--- config.mk ---
export PLATFORM = sky130hd
export DESIGN_NAME = sequence_generator
export DESIGN_NICKNAME = d
export VERILOG_FILES = /design/src/rtl/fifo_checker_pkg.sv /design/src/rtl/fifo_checker_sequence_generator.sv
export SDC_FILE = /design/constraint.sdc
export NUM_CORES = 1
export LEC_CHECK = 0
export ABC_AREA = 1
export CAP_MARGIN = 5
export CORE_MARGIN = 10
export CORE_UTILIZATION = 25
export CTS_BUF_LIST = sky130_fd_sc_hd__clkbuf_2 sky130_fd_sc_hd__clkbuf_4 sky130_fd_sc_hd__clkbuf_8
export DETAILED_ROUTE_END_ITERATION = 6
export HOLD_SLACK_MARGIN = 0.02
export PLACE_DENSITY = 0.48
export REMOVE_ABC_BUFFERS = 1
export SLEW_MARGIN = 30
export SYNTH_ARGS = -nofsm -noshare
export SYNTH_HDL_FRONTEND = slang
export SYNTH_SLANG_ARGS = --single-unit
--- constraint.sdc ---
create_clock -name clk -period 2.2 [get_ports clk]
set_input_delay 0.66 -clock clk [delete_from_list [all_inputs] [get_ports clk]]
set_output_delay 0.66 -clock clk [all_outputs]
set_load 0.02 [all_outputs]
--- src/rtl/fifo_checker_pkg.sv ---
// Shared types and constants for the fifo_checker block.
package fifo_checker_pkg;

   typedef enum logic {
      S_RUN,
      S_DONE
   } state_t;

   localparam logic [7:0] LFSR_TAPS = 8'hB8;
   localparam logic [7:0] ERR_MAX   = 8'hFF;

endpackage

--- src/rtl/fifo_checker_sequence_generator.sv ---
// Expected-word generator: incrementing counter, or an 8-bit Galois LFSR when
// FIFO_CHECKER_LFSR_EN is defined (that build requires WIDTH = 8).
module sequence_generator
   import fifo_checker_pkg::*;
#(
   parameter int WIDTH = 8,
   parameter int SEED  = 0
) (
   input  logic             clk,
   input  logic             reset_n,
   input  logic             advance,
   output logic [WIDTH-1:0] value
);

`ifdef FIFO_CHECKER_LFSR_EN
   // An all-zero LFSR state locks up, so a zero seed is promoted to 1.
   localparam logic [WIDTH-1:0] START = (SEED == 0) ? WIDTH'(1) : WIDTH'(SEED);

   logic [WIDTH-1:0] next_value;
   assign next_value = (value >> 1) ^ (value[0] ? WIDTH'(LFSR_TAPS) : '0);
`else
   localparam logic [WIDTH-1:0] START = WIDTH'(SEED);

   logic [WIDTH-1:0] next_value;
   assign next_value = value + WIDTH'(1);
`endif

   // NOTE: sequential state is written with <= only, so every flop samples
   // the pre-edge values regardless of process ordering.
   always_ff @(posedge clk) begin
      if (!reset_n) value <= START;
      else if (advance) value <= next_value;
   end

endmodule

Word level (Yosys, flattened, before mapping)
Cells that the tools add are included.
{"block": "word_totals", "ff_bits": 8, "latch_bits": 0, "ram_bits": 0, "romBits": 0, "inputBits": 3, "n_memories": 0}
{"block": "classes", "addsub": 1, "mul": 0, "div_mod_pow": 0, "magnitude_cmp": 0, "n_eq_ne": 0, "n_shift": 0, "n_mux": 0, "n_bitwise": 0, "reduce_logical": 0}
{"operator": "8-bit by 1-bit adder with 8-bit output, second input constant", "n": 1}

Logic depth before layout (Yosys ltp)
{"block": "depth", "ltp_word": 1, "ltp_mapped": 6, "depth_no_buf": 6}

Worst setup path after synthesis
No wires, ideal clock.
{"block": "synth_timing", "path_kind": "flip-flop to flip-flop", "startpoint": "register value[0]", "endpoint": "register value[6]", "setup_time_ns": 0.115, "arrival_time_ns": 1.109, "required_ns": 2.085, "setup_slack_ns": 0.976, "stages_incl_launch_ff": 7, "path_buffers": 0, "period_less_slack_ns": 1.224, "path_cell_list": "dfxtp_1 > ha_1 > nand3_1 > nor2_1 > nand3_1 > nand2_1 > nor2_1"}
{"block": "synth_via", "elab_chain_len": 1}
{"element": "start: declaration", "line": "fifo_checker_sequence_generator.sv:12", "source": "output logic [WIDTH-1:0] value"}
{"element": "start signal: assignment", "line": "fifo_checker_sequence_generator.sv:32", "source": "else if (advance) value <= next_value;"}
{"element": "8-bit by 1-bit adder with 8-bit output", "line": "fifo_checker_sequence_generator.sv:25", "source": "assign next_value = value + WIDTH'(1);"}
No other way between the ends.
A chain may end at the register's enable or synchronous reset.

Worst setup path in the final report
{"block": "layout_timing", "startpoint": "register value[5]", "endpoint": "output value[5]"}
No word-level cell between the ends.

==> impl_metrics.env <==
export IMPL_die_w_microns=57.4
export IMPL_ant_nets=0
export IMPL_first_pass_iters=4
export IMPL_crit_type="reg -> out"
export IMPL_synth_top_cell_by_area="dfxtp_1"
export IMPL_ctsResizeCount=0
export IMPL_ys_top_cells_by_area="dfxtp_1 (46%), a21oi_1 (8.6%), nand2_1 (8.6%)"
export IMPL_cts_setup_buffers=0
export IMPL_dp_slack_ns=0.304
export IMPL_nets=67
export IMPL_netlist_top_cells_count="dfxtp_1 (8), nand2_1 (8), nor2_1 (8), a21oi_1 (6), inv_1 (6)"
export IMPL_grt_max_degree=9
export IMPL_ys_types=11
export IMPL_syn_to_final_growth_pct=40.5
export IMPL_clk_pin_slew_ns=0.06
export IMPL_place_area_sq_um=468
export IMPL_rows=13
export IMPL_cp_top_family="buffers and inverters"
export IMPL_initial_core_util_pct=26.8
export IMPL_postSynthRegisterBits=8
export IMPL_drt_initial_drc_count=9
export IMPL_path_max_fanout=6
export IMPL_overflow=0
export IMPL_hpwlAfterDp_microns=580
export IMPL_core_area_sq_um=1300
export IMPL_crit_path_end_kind="primary output"
export IMPL_antenna_found_initial=0
export IMPL_nFillCells=145
export IMPL_grt_first_pass_wirelength_microns=1240
export IMPL_grt_pass1_vias=293
export IMPL_numCtsBuffers=3
export IMPL_arrival_ns=1.30
export IMPL_drv_cap=0
export IMPL_syn_cell_area_sq_um=349
export IMPL_min_period_ns=1.96
export IMPL_power_leakage_uw=0.000196
export IMPL_portBuffers=10
export IMPL_crit_slowest_cell="clkdlybuf4s50_1"
export IMPL_vias=341
export IMPL_setup_ws_ns=0.240
export IMPL_seqCellArea_sq_um=160
export IMPL_tightest_slew_ns=0.273
export IMPL_multi_input_area_sq_um=166
export IMPL_worst_setup_path_start_kind="flop"
export IMPL_finalSetupViolCount=0
export IMPL_drc=0
export IMPL_fin_area_sq_um=490
export IMPL_synth_edff_count=0
export IMPL_htreeDepth=1
export IMPL_grt_use_total_pct=4.98
export IMPL_avgSynthCellArea_sq_um=7.27
export IMPL_drt_wirelength_per_cell_microns=10.3
export IMPL_clock_latency_ns=0.25
export IMPL_relSlewSlack_pct=81.7
export IMPL_required_ns=1.54
export IMPL_ys_flop_type="dfxtp_1"
export IMPL_worstPathCellList="clkdlybuf4s50_1"
export IMPL_finalHoldViolCount=0
export IMPL_yosys_area_top_type_share_pct=45.9
export IMPL_hold_path_class="reg -> reg"
export IMPL_clock_sinks=8
export IMPL_largest_register="value"
export IMPL_yosysWarnings=0
export IMPL_slew_violations=0
export IMPL_largest_reg_flops=8
export IMPL_yosysSeqAreaShare_pct=45.9
export IMPL_drt_total_wl_microns=782
export IMPL_die_area_sq_um=3290
export IMPL_min_period_over_period_pct=89.1
export IMPL_viasPerCell=4.49
export IMPL_tns_ns=0
export IMPL_reg_top3="value: 8 flops"
export IMPL_power_density_nw_per_um2=597
export IMPL_cts_buffer_depth=2
export IMPL_cts_root_buf="clkbuf_4"
export IMPL_cpPeakStageDelay_ns=0.64
export IMPL_syn_inst=48
export IMPL_status="finished clean"
export IMPL_cts_tree="yes"
export IMPL_io_pins=11
export IMPL_ir_worst_vdd_v=0.000289
export IMPL_gp_congestion=0.653
export IMPL_cts_hold_buf=0
export IMPL_die_y_microns=57.4
export IMPL_drive_above_1_share_pct=8.20
export IMPL_skew_ns=0.00831
export IMPL_rsz0062_at_grt="false"
export IMPL_synth_async_sr_flop_share_pct=0
export IMPL_crit_buf_inv=1
export IMPL_fmax_mhz=510
export IMPL_diodes=0
==> layer usage <==
metal / vias to the layer above / part of all wire [%] / wire length [microns] / GRT usage [%]
li1: 184 / - / - / -
met1: 146 / 44 / 347 / 4.62
met2: 9 / 44 / 345 / 6.60
met3: 2 / 10 / 81 / 3.32
met4: 0 / 1.0 / 8 / 6.04
met5: - / 0 / 0 / 0
==> path summary, 6_finish.rpt <==
path	cells past startpoint	to	from	slack (ns)
worst min register to register	1	value[3]	value[3]	0.50
worst max register to register	6	value[6]	value[0]	1.03
worst min-delay path	1	value[3]	value[3]	0.50
worst max-delay path	1	value[5]	value[5]	0.24
==> power by group <==
part | leakage [uW] | switching, uW | total [uW] | internal, uW
Clock | 0.0000138 | 49.8 | 112 | 62.4
Combinational | 0.000118 | 14.5 | 27.9 | 13.4
Sequential | 0.0000650 | 4.17 | 153 | 149
==> cell type report <==
class,instances,area share [%]
well taps,15,3.83
inverters,6,4.59
repair buffers,10,20.4
multi-input cells,34,33.9
flip-flops and latches,8,32.7
clock buffers,3,4.59
==> kinds of logic after synthesis <==
| logic type | synth area share [%] |
|---|---|
| simple gates | 29.8 |
| compound gates | 14.3 |
| flops | 45.9 |
| buf+inv | 6.45 |
| fa+ha+maj | 3.58 |
==> metrics by stage <==
step	util, %	cells	total power, uW	hold WS [ns]
final	37.7	76	293	0.495
after CTS	37.7	76	300	0.501
after detailed placement	36.0	73	184	0.483
after floorplan	-	48	169	0.547
after global routing	37.7	76	307	0.550
after global placement	36.0	73	184	0.481
==> layout by cell type (no fill, tap or decap), drive strengths merged <==
cell type,count
nand2,9
clkbuf,3
nand3,4
clkdlybuf4s50,10
ha,1
nand4,1
nor2,9
a21oi,6
dfxtp,8
o21ai,4
inv,6
(Power assumes the default switching activity.)
